==> src/rtl/round_key_pkg.sv <==
// Shared types and constants for the AES round-key store.
package round_key_pkg;

    typedef enum logic [1:0] {
        IDLE,
        LOADING,
        FULL
    } state_t;

    localparam int unsigned AES128_KEYS    = 10;
    localparam int unsigned AES192_KEYS    = 12;
    localparam int unsigned AES256_KEYS    = 14;
    localparam int unsigned DEFAULT_WORD_W = 32;

endpackage

==> src/rtl/round_key_ptr.sv <==
// Stream write pointer: walks (key, word) from (1, 0) to (NUM_KEYS, last) and parks there.
module round_key_ptr #(
    parameter int unsigned NUM_KEYS      = 10,
    parameter int unsigned WORDS_PER_KEY = 4,
    parameter int unsigned IDX_W         = $clog2(NUM_KEYS + 1),
    parameter int unsigned BLK_W         = (WORDS_PER_KEY > 1) ? $clog2(WORDS_PER_KEY) : 1
) (
    input  logic             clk,
    input  logic             reset,
    input  logic             clear,
    input  logic             inc,
    output logic [IDX_W-1:0] ptr_key,
    output logic [BLK_W-1:0] ptr_blk,
    output logic             last
);

    logic blk_wrap;

    assign blk_wrap = (ptr_blk == BLK_W'(WORDS_PER_KEY - 1));
    assign last     = blk_wrap && (ptr_key == IDX_W'(NUM_KEYS));

    always_ff @(posedge clk or posedge reset) begin
        if (reset) begin
            ptr_key <= IDX_W'(1);
            ptr_blk <= '0;
        end else if (clear) begin
            ptr_key <= IDX_W'(1);
            ptr_blk <= '0;
        end else if (inc && !last) begin
            if (blk_wrap) begin
                ptr_blk <= '0;
                ptr_key <= ptr_key + IDX_W'(1);
            end else begin
                ptr_blk <= ptr_blk + BLK_W'(1);
            end
        end
    end

endmodule

==> src/rtl/round_key_store.sv <==
// AES round-key register file: stream or addressed word writes, per-key load masks,
// registered read port and a flat parallel bus of all keys (key 1 most significant).
module round_key_store
    import round_key_pkg::*;
#(
    parameter int unsigned NUM_KEYS      = AES128_KEYS,
    parameter int unsigned WORD_W        = DEFAULT_WORD_W,
    parameter int unsigned WORDS_PER_KEY = 4,
    localparam int unsigned KEY_W        = WORD_W * WORDS_PER_KEY,
    localparam int unsigned IDX_W        = $clog2(NUM_KEYS + 1),
    localparam int unsigned BLK_W        = (WORDS_PER_KEY > 1) ? $clog2(WORDS_PER_KEY) : 1
) (
    input  logic                      clk,
    input  logic                      reset,
    input  logic                      clear,
    input  logic                      wr_valid,
    output logic                      wr_ready,
    input  logic                      wr_mode,
    input  logic [IDX_W-1:0]          wr_index,
    input  logic [BLK_W-1:0]          wr_blk,
    input  logic [WORD_W-1:0]         wr_word,
    output logic                      wr_err,
    input  logic                      rd_en,
    input  logic [IDX_W-1:0]          rd_index,
    output logic                      rd_valid,
    output logic [KEY_W-1:0]          rd_key,
    output logic                      rd_key_ok,
    output logic [NUM_KEYS-1:0]       key_valid,
    output logic                      all_loaded,
    output logic [NUM_KEYS*KEY_W-1:0] keys_flat
);

    state_t                   state_q, state_d;
    logic [KEY_W-1:0]         key_q  [NUM_KEYS];
    logic [WORDS_PER_KEY-1:0] mask_q [NUM_KEYS];
    logic [WORDS_PER_KEY-1:0] mask_d [NUM_KEYS];

    logic [IDX_W-1:0] ptr_key;
    logic [BLK_W-1:0] ptr_blk;
    logic             ptr_last;

    logic             accept, legal, do_write, all_loaded_d, stream_done;
    logic [IDX_W-1:0] tgt_key;
    logic [BLK_W-1:0] tgt_blk;

    assign wr_ready    = !reset && !clear && (wr_mode || state_q != FULL);
    assign accept      = wr_valid && wr_ready;
    assign do_write    = accept && legal;
    assign stream_done = accept && !wr_mode && ptr_last;

    // tgt_key is zero-based so it can index the storage arrays directly.
    always_comb begin
        if (wr_mode) begin
            legal   = (wr_index != '0) && (int'(wr_index) <= int'(NUM_KEYS))
                      && (int'(wr_blk) < int'(WORDS_PER_KEY));
            tgt_key = wr_index - IDX_W'(1);
            tgt_blk = wr_blk;
        end else begin
            legal   = 1'b1;
            tgt_key = ptr_key - IDX_W'(1);
            tgt_blk = ptr_blk;
        end
    end

    round_key_ptr #(
        .NUM_KEYS      (NUM_KEYS),
        .WORDS_PER_KEY (WORDS_PER_KEY),
        .IDX_W         (IDX_W),
        .BLK_W         (BLK_W)
    ) u_ptr (
        .clk     (clk),
        .reset   (reset),
        .clear   (clear),
        .inc     (accept && !wr_mode),
        .ptr_key (ptr_key),
        .ptr_blk (ptr_blk),
        .last    (ptr_last)
    );

    // Next masks are computed up front so FULL is entered on the completing write itself.
    always_comb begin
        all_loaded_d = 1'b1;
        for (int unsigned i = 0; i < NUM_KEYS; i++) begin
            mask_d[i] = clear ? '0 : mask_q[i];
            for (int unsigned w = 0; w < WORDS_PER_KEY; w++) begin
                if (!clear && do_write && tgt_key == IDX_W'(i) && tgt_blk == BLK_W'(w))
                    mask_d[i][w] = 1'b1;
            end
            all_loaded_d = all_loaded_d && (&mask_d[i]);
        end
    end

    always_comb begin
        state_d = state_q;
        if (clear) begin
            state_d = IDLE;
        end else begin
            case (state_q)
                IDLE:    if (accept) state_d = (all_loaded_d || stream_done) ? FULL : LOADING;
                LOADING: if (all_loaded_d || stream_done) state_d = FULL;
                FULL:    state_d = FULL;
                default: state_d = IDLE;
            endcase
        end
    end

    always_ff @(posedge clk or posedge reset) begin
        if (reset) begin
            state_q <= IDLE;
            wr_err  <= 1'b0;
            for (int unsigned i = 0; i < NUM_KEYS; i++) mask_q[i] <= '0;
        end else begin
            state_q <= state_d;
            wr_err  <= accept && wr_mode && !legal;
            for (int unsigned i = 0; i < NUM_KEYS; i++) mask_q[i] <= mask_d[i];
        end
    end

    always_ff @(posedge clk or posedge reset) begin
        if (reset) begin
            for (int unsigned i = 0; i < NUM_KEYS; i++) key_q[i] <= '0;
        end else if (clear) begin
            for (int unsigned i = 0; i < NUM_KEYS; i++) key_q[i] <= '0;
        end else if (do_write) begin
            for (int unsigned i = 0; i < NUM_KEYS; i++) begin
                for (int unsigned w = 0; w < WORDS_PER_KEY; w++) begin
                    if (tgt_key == IDX_W'(i) && tgt_blk == BLK_W'(w))
                        key_q[i][(WORDS_PER_KEY-1-w)*WORD_W +: WORD_W] <= wr_word;
                end
            end
        end
    end

    // Read samples pre-write storage and masks, giving read-before-write on collisions.
    always_ff @(posedge clk or posedge reset) begin
        if (reset) begin
            rd_valid  <= 1'b0;
            rd_key    <= '0;
            rd_key_ok <= 1'b0;
        end else begin
            rd_valid <= rd_en;
            if (rd_en) begin
                rd_key    <= '0;
                rd_key_ok <= 1'b0;
                for (int unsigned i = 0; i < NUM_KEYS; i++) begin
                    if (rd_index == IDX_W'(i + 1)) begin
                        rd_key    <= key_q[i];
                        rd_key_ok <= &mask_q[i];
                    end
                end
            end
        end
    end

    always_comb begin
        keys_flat = '0;
        for (int unsigned i = 0; i < NUM_KEYS; i++) begin
            keys_flat[(NUM_KEYS-1-i)*KEY_W +: KEY_W] = key_q[i];
            key_valid[i] = &mask_q[i];
        end
    end

    assign all_loaded = &key_valid;

endmodule
==> config.mk <==
export PLATFORM = sky130hd
export DESIGN_NAME = round_key_store
export DESIGN_NICKNAME = d
export VERILOG_FILES = /design/src/rtl/round_key_pkg.sv /design/src/rtl/round_key_ptr.sv /design/src/rtl/round_key_store.sv
export SDC_FILE = /design/constraint.sdc
export NUM_CORES = 2
export LEC_CHECK = 0
export CELL_PAD_IN_SITES_DETAIL_PLACEMENT = 0
export CELL_PAD_IN_SITES_GLOBAL_PLACEMENT = 1
export CORE_AREA = 2 2 576 578
export DETAILED_ROUTE_END_ITERATION = 8
export DIE_AREA = 0 0 578 580
export PLACE_DENSITY = 0.47
export REMOVE_ABC_BUFFERS = 1
export SYNTH_ARGS = -nofsm -noshare
export SYNTH_HDL_FRONTEND = slang
export SYNTH_SLANG_ARGS = --single-unit
export TNS_END_PERCENT = 10
==> constraint.sdc <==
create_clock -name clk -period 67.4 [get_ports clk]
set_input_delay 13.48 -clock clk [delete_from_list [all_inputs] [get_ports clk]]
set_output_delay 13.48 -clock clk [all_outputs]
set_load 0.01 [all_outputs]
==> results.txt <==
----------------------------------------------------
[Status]
  Result of the run ... finished clean

[Route]
  Routed length per instance ... 34.70 um
  Count of nets left with antenna violations after detail routing ... 0
  Via density per instance ... 4.967
  Total wire length ... 458100 um
  Drt pass-1 iters ... 9
  Detailed router's first-iteration violation count ... 7762
  DRC viols ... 0
  Count of vias placed by the detailed router ... 65583

[STA]
  Total setup violations reported at the end of the flow ... 0
  Fin. max-slew vios ... 0
  Slew at the pin closest to its max-slew limit ... 1221 ps
  Final number of hold-violating endpoints ... 0
  Final period utilization ... 43.47%
  Max-Slew Margin vs Limit ... 18.59%
  Max Fclk ... 0.03413 GHz
  Post-route setup slack ... 38100 ps
  Final setup TNS ... 0 ps
  Setup repair after global routing missed its margin ... false
  Clock skew after layout ... 36.87 ps
  Shortest clock period the worst path allows after layout ... 29300 ps

[Placement]
  Placed insts ... 12856
  Post-place setup slack ... 37970 ps
  PortBufs ... 1470
  Routability cong. ... 0.8438
  Post-detailed-placement cell area ... 84260 um2
  HPWL after DPL ... 294600 um

[Clock network]
  CTS Root Buffer Type ... clkbuf_16
  Clock insertion delay at the later pin of the skew report ... 900 ps
  # hold bufs at CTS ... 0
  Clock tree sinks ... 1459
  Number of levels the H-tree was split into ... 4
  Clock transition at the register clock pins on the worst setup and hold paths after CTS ... 60 ps
  CTS resizes ... 0
  CTS buffer count ... 194
  TritonCTS clock tree ... done
  # Post-CTS Setup Buffers ... 0
  Number of buffers on the longest clock path ... 4

[Critical path]
  Terminus of the critical flop-to-flop path ... state_q[1]
  Critical setup path kind ... in -> out
  Setup slack of the most critical reg-to-reg path ... 62770 ps
  Category of cells accounting for the largest share of critical-path delay ... buffers and inverters
  Critical R2R Launch ... state_q[0]
  Crit path max-delay cell type ... clkdlybuf4s50_1
  Critical path capture point type ... output pin
  Data required time of the worst path ... 53920 ps
  Cell chain of the critical path ... clkdlybuf4s50_1 -> buf_4 -> nand2b_2 -> and2_1 -> clkdlybuf4s50_1
  CP bufs+invs ... 3
  Most used cell along the critical path ... clkdlybuf4s50_1
  Startpoint types ... primary input
  Worst-path fanout max ... 31
  R2R cell count ... 12
  Arrival time at the worst endpoint ... 15820 ps
  Slowest stage delay, CP ... 800 ps

[Synth]
  Flops & latches, synth ... 1459
  Most frequently used flop master after synthesis ... dfrtp_1
  Top cells by area, synth ... dfrtp_1 (56%), nand2_1 (15%), a21oi_1 (12%), clkbuf_1 (3.2%), a22oi_1 (2.4%)
  Area leader, netlist ... dfrtp_1
  Avg Cell Area, Syn ... 8.603 um2
  Portion of synthesized cell area occupied by the leading cell type ... 56.08%
  Sequential element share of the synthesized area ... 56.12%
  Count of flip-flops with a built-in enable after synthesis ... 0
  Yosys warning total ... 0
  Cells after synthesis ... 7562
  Distinct cell type count of the synthesized netlist ... 73
  Proportion of synthesized flip-flops having asynchronous set or reset ... 100.0%
  Post-Synthesis Cell Area ... 65060 um2

[Global routing]
  Number of global-route vias before repair ... 63177
  Maximum number of pins on one net before global-route repair ... 180
  Residual overflow from global routing ... 0
  Gr usage total ... 26.34%
  Antenna violations before repair ... 36
  Wire length of the first global-routing pass ... 608000 um

[Floorplan]
  Die Wd ... 578 um
  Std-Cell Rows ... 211
  Core area ... 329200 um2
  Ports ... 1471
  Initial Util ... 19.76%
  Die Area ... 335200 um2
  Die Span Y ... 580 um

[Power and ir drop]
  Overall power ... 2.086 mW
  Total power density per cell area ... 23.06 nW/um2
  Cell leakage power ... 34.75 nW
  Worst vdd ir ... 0.02031 mV

[Final layout]
  Number of nets in the final layout ... 8741
  Area growth from synthesis to layout ... 39.10%
  Final std cells w/o fill ... 13204
  Fillers ... 34950
  Share of cells above drive strength 1 ... 7.107%
  Post-route cell area ... 90500 um2

[Min path]
  Hold path endpoint ... mask_q[30]
  Startpoint of the most critical hold path ... mask_q[30]
  Hold Path Depth ... 2
  Kind of path behind the tightest hold check ... reg -> reg

[Flow run]
  Count of max-cap constraint violations ... 0

----------------------------------------------------
cell usage in the layout, fill, tap and decap left out, types with 15 or more instances in the layout:
cell type | Yosys | routed
a21o_1 | 16 | 16
clkdlybuf4s50_1 | 0 | 1436
dfrtp_1 | 1458 | 1458
clkbuf_8 | 0 | 49
a31oi_1 | 140 | 140
clkinv_2 | 0 | 15
nand4_1 | 31 | 31
a22oi_1 | 209 | 209
o21ai_0 | 22 | 22
clkbuf_1 | 554 | 55
nand2_2 | 0 | 27
and2_2 | 0 | 16
buf_4 | 3 | 210
nand2_1 | 2539 | 2510
a221oi_1 | 119 | 119
diode_2 | 0 | 16
a21oi_1 | 1532 | 1532
inv_1 | 27 | 26
nor2_1 | 406 | 398
a222oi_1 | 110 | 110
clkbuf_16 | 0 | 195
mux2i_1 | 34 | 34
power by group:
part | internal (mW) | switching [mW]
combinational | 0.0302 | 0.113
sequential | 0.884 | 0.00774
clock | 0.607 | 0.444
total | 1.52 | 0.565
kinds of logic (layout without fill, tap and decap cells):
family	after synthesis	after routing	share of synthesized area [%]
fa+ha+maj	7	7	0.1346
compound gates	2214	2214	20.30
flops	1459	1459	56.12
buf+inv	770	2030	4.506
simple gates	3076	3076	18.38
xor+xnor	2	2	0.02693
other cells	0	16	0
mux	34	34	0.5231
state kept, by name, summed over array words and instances (netlist names):
signal / count
keys_flat: 1280
rd_key: 128
mask_q: 40
u_ptr.ptr_key: 4
state_q: 2
u_ptr.ptr_blk: 2
rd_key_ok: 1
rd_valid: 1
wr_err: 1
per-stage QoR:
| step | hold WS, ps | utilization [%] |
|---|---|---|
| 2_1_floorplan | 468.5 | - |
| 3_3_place_gp | 495.1 | 25.60 |
| 3_5_place_dp | 497.3 | 25.60 |
| 4_1_cts | 512.1 | 27.48 |
| 5_1_grt | 526.3 | 27.48 |
| 6_report | 509.2 | 27.49 |
metal layers:
metal / wire, um / track usage, % / vias to the layer above
li1: - / - / 28012
met1: 181800 / 32.65 / 33880
met2: 215000 / 42.91 / 3113
met3: 41530 / 7.693 / 570
met4: 19820 / 10.08 / 8
met5: 57 / 0 / -
area by class of cell:
| cell class | count | area, um2 | share of cell area (%) |
|---|---|---|---|
| clock buffers | 299 | 5761 | 6.366 |
| inverters | 29 | 116.4 | 0.1286 |
| well taps | 4366 | 5463 | 6.036 |
| clock inverters | 33 | 432.9 | 0.4784 |
| flip-flops and latches | 1459 | 36510 | 40.35 |
| repair buffers | 1669 | 16190 | 17.89 |
| multi-input cells | 5333 | 25980 | 28.71 |
| diodes | 16 | 40.04 | 0.04424 |
worst reg2reg max path: cells and delay by family (launching register included):
family	cells	cell delay, ps
fa+ha+maj	1	210
buf+inv	2	790
flops	1	390
simple gates	4	1030
compound gates	5	2080
synthesized netlist by cell type (all sizes together), types with 8 or more instances:
| master | number |
|---|---|
| nand2 | 2539 |
| a21oi | 1533 |
| dfrtp | 1458 |
| clkbuf | 554 |
| nor2 | 406 |
| a22oi | 209 |
| buf | 187 |
| a31oi | 141 |
| a221oi | 119 |
| a222oi | 110 |
| mux2i | 34 |
| nand4 | 32 |
| inv | 28 |
| o21ai | 26 |
| and2 | 18 |
| a21o | 16 |
| nor3 | 15 |
| a2111oi | 13 |
| nand3 | 13 |
| nand2b | 9 |
| o22ai | 9 |
| a211oi | 8 |
| o2bb2ai | 8 |
| or3 | 8 |
how the worst max path moves through the flow:
stage          startpoint           end  slack (ps)  cells past startpoint
2_1_floorplan       reset  keys_flat[0]       12770                      1
3_3_place_gp      wr_mode      wr_ready       37990                      5
3_5_place_dp      wr_mode      wr_ready       37970                      5
6_report          wr_mode      wr_ready       38100                      5
4_1_cts           wr_mode      wr_ready       37960                      5
5_1_grt           wr_mode      wr_ready       38000                      5
Note: power is estimated with default switching activity, not from simulation.
==> RTL change, RTL diff (config.mk and constraints unchanged) <==
The output `wr_err` loses its register stage (`wr_err` becomes a continuous assignment).
--- a/src/rtl/round_key_store.sv
+++ b/src/rtl/round_key_store.sv
@@ -109,3 +109,2 @@
             state_q <= IDLE;
-            wr_err  <= 1'b0;
             for (int unsigned i = 0; i < NUM_KEYS; i++) mask_q[i] <= '0;
@@ -113,3 +112,2 @@
             state_q <= state_d;
-            wr_err  <= accept && wr_mode && !legal;
             for (int unsigned i = 0; i < NUM_KEYS; i++) mask_q[i] <= mask_d[i];
@@ -117,2 +115,4 @@
     end
+
+    assign wr_err = accept && wr_mode && !legal;
 
Check against the original RTL: not settled (the Yosys comparison gave no result); the edit may change what the design does.
==> RTL change against the unedited design <==
  * Die area is the same
  * Via count shrank 0.38%
  * Sequential cell count decreased by 1
  * Synthesized area hardly changed
  * Utilization is essentially flat
  * First-iteration DRC count decreased by 5.3%
  * Sequential power hardly changed
  * Cell area barely moved
  * Fmax is 1.8% lower
  * Worst hold slack got worse by 0.0046 ns
  * Wire length decreased by 1.6%
  * Setup slack worse by 0.54 ns
  * Synthesized cell count is essentially flat
  * Power fell by 0.28%
==> RTL change: results (changes against the unedited design) <==
Clock Latency Late Sink: 0.91 ns
Fillers: 34900 (was 35000)
Status: finished clean (unchanged)
Share of layout cells above drive strength 1: 0.0705 (was 0.0711)
Leakage: 34.7 nW (was 34.8 nW)
Count of buffers from port buffering: 1470 (unchanged)
Reg clk slew, reported paths: 0.06 ns (about the same)
Crit path DAT: 16.36 ns (was 15.82 ns)
Nets@finish: 8738 (was 8741)
Worst Hold Path EP: mask_q[30] (unchanged)
GRT Overall Usage: 0.259 (was 0.263)
Cts bufs inserted: 193 (was 194)
First-pass GRT wire length: 598000 um (was 608000 um)
Post-CTS Resized: 0 (unchanged)
Class of the tightest hold or removal check: reg2reg (unchanged)
Yosys warns: 0 (unchanged)
Async set-or-reset flop fraction in the synthesized netlist: 1.00 (unchanged)
Worst-path fanout max: 16 (was 31)
Slowest stage cell, crit path: clkdlybuf4s50_1 (unchanged)
Worst path top cell family by delay: buffers and inverters (unchanged)
R2r endpoint: state_q[1] (unchanged)
R2R Path Start: u_ptr.ptr_key[0] (was state_q[0])
CTS root buffer: clkbuf_16 (unchanged)
Slew headroom: 0.214 (was 0.186)
Postcts setup bufs: 0 (unchanged)
Peak VDD IR: 18.1 uV (was 20.3 uV)
WHS Path Cells: 2 (unchanged)
Antenna violations before repair: 33 (was 36)
Setup Skew: 0.0517 ns (was 0.0369 ns)
Switching Share: 0.270 (was 0.271)
Final HPWL DP: 290000 um (was 295000 um)
WL final: 451000 um (was 458000 um)
Hold wc startpoint: mask_q[30] (unchanged)
Sequential share of the synthesized area: 0.561 (about the same)
R2R depth: 10 (was 12)
Fin. max-slew vios: 0 (unchanged)
Unique cell type count in the Yosys netlist: 73 (unchanged)
Total iterations of the first detailed-routing run: 6 (was 9)
Max incr delay on CP: 0.77 ns (was 0.80 ns)
Max FFs per register: 1280 (unchanged)
H-Tree Depth: 4 (unchanged)
GP Congestion: 0.851 (was 0.844)
R2R setup slack: 62.95 ns (was 62.77 ns)
Vias in the first global route: 63200 (about the same)
Total number of vias: 65300 (was 65600)
Largest net degree at the start of global routing: 189 (was 180)
Iter 0 DRT Violations: 7347 (was 7762)
CTS Buffer Depth: 4 (unchanged)
Leading cell types by count after synthesis: nand2_1, a21oi_1, dfrtp_1 (unchanged)
Main area contributors after synthesis: dfrtp_1, nand2_1, a21oi_1 (unchanged)
==> RTL change: cell count changes after synthesis, sizes merged <==
cell | before | now
dfrtp | 1458 | 1457
==> RTL change: worst max-delay path by stage <==
stage / from / to / slack, ns / cells after the start
6_report: wr_index[1] / wr_err / 37.56 / 6
5_1_grt: wr_index[1] / wr_err / 37.44 / 6
4_1_cts: wr_index[1] / wr_err / 37.45 / 6
3_5_place_dp: wr_index[1] / wr_err / 37.47 / 6
3_3_place_gp: wr_index[1] / wr_err / 37.38 / 6
2_1_floorplan: reset / keys_flat[0] / 12.80 / 1
==> RTL change: area by class of cell <==
type                       instances  area [um^2]  share of cell area
antenna                           17         42.5            0.000470
clock buffer                     301         5700              0.0630
clock inverter                    37          479             0.00530
inverter                          29          116             0.00129
multi-input combinational       5333        26000               0.287
sequential                      1458        36500               0.403
tap                             4366         5460              0.0604
timing repair buffer            1668        16200               0.179
==> RTL change: kinds of logic (layout without fill, tap and decap cells) <==
| logic type | after synthesis | in the layout | share of synthesized area |
|---|---|---|---|
| other cells | 0 | 17 | 0 |
| simple gates | 3076 | 3076 | 0.184 |
| fa+ha+maj | 7 | 7 | 0.00135 |
| flops | 1458 | 1458 | 0.561 |
| compound gates | 2214 | 2214 | 0.203 |
| xor+xnor | 2 | 2 | 0.000269 |
| mux | 34 | 34 | 0.00523 |
| buf+inv | 770 | 2035 | 0.0451 |
==> RTL change: per-layer routing <==
metal,global-route usage,share of wire,vias up
met5,0,0.00019,-
met4,0.100,0.044,14
met3,0.0731,0.092,597
met2,0.424,0.47,3218
met1,0.320,0.40,33500
li1,-,-,28000
==> RTL change: metrics by stage <==
step | area [um^2] | cells | hold slack [ns] | worst slack, ns
2_1_floorplan | 62200 | 6820 | 0.469 | 12.80
3_3_place_gp | 84200 | 12900 | 0.488 | 37.38
3_5_place_dp | 84200 | 12900 | 0.493 | 37.47
4_1_cts | 90400 | 13200 | 0.509 | 37.45
5_1_grt | 90400 | 13200 | 0.524 | 37.44
6_report | 90500 | 13200 | 0.505 | 37.56
==> RTL change: power by group through the flow <==
| stage | clock network [W] | registers [W] | logic [W] |
|---|---|---|---|
| 2_1_floorplan | 0 | 0.000910 | 0.0000394 |
| 3_3_place_gp | 0 | 0.000907 | 0.000143 |
| 3_5_place_dp | 0 | 0.000907 | 0.000144 |
| 4_1_cts | 0.00107 | 0.000891 | 0.000144 |
| 5_1_grt | 0.00111 | 0.000891 | 0.000150 |
| 6_report | 0.00105 | 0.000891 | 0.000141 |
==> RTL change: worst reg2reg max path, cell delays in order (launching register included) <==
cell	delay [ns]
dfstp_2	0.63
inv_2	0.08
o32a_1	0.66
a2111oi_4	0.32
buf_4	0.69
nor2_1	0.09
a2111oi_0	0.50
nand4_1	0.23
or4_4	0.61
a32o_1	0.28
a31o_1	0.21
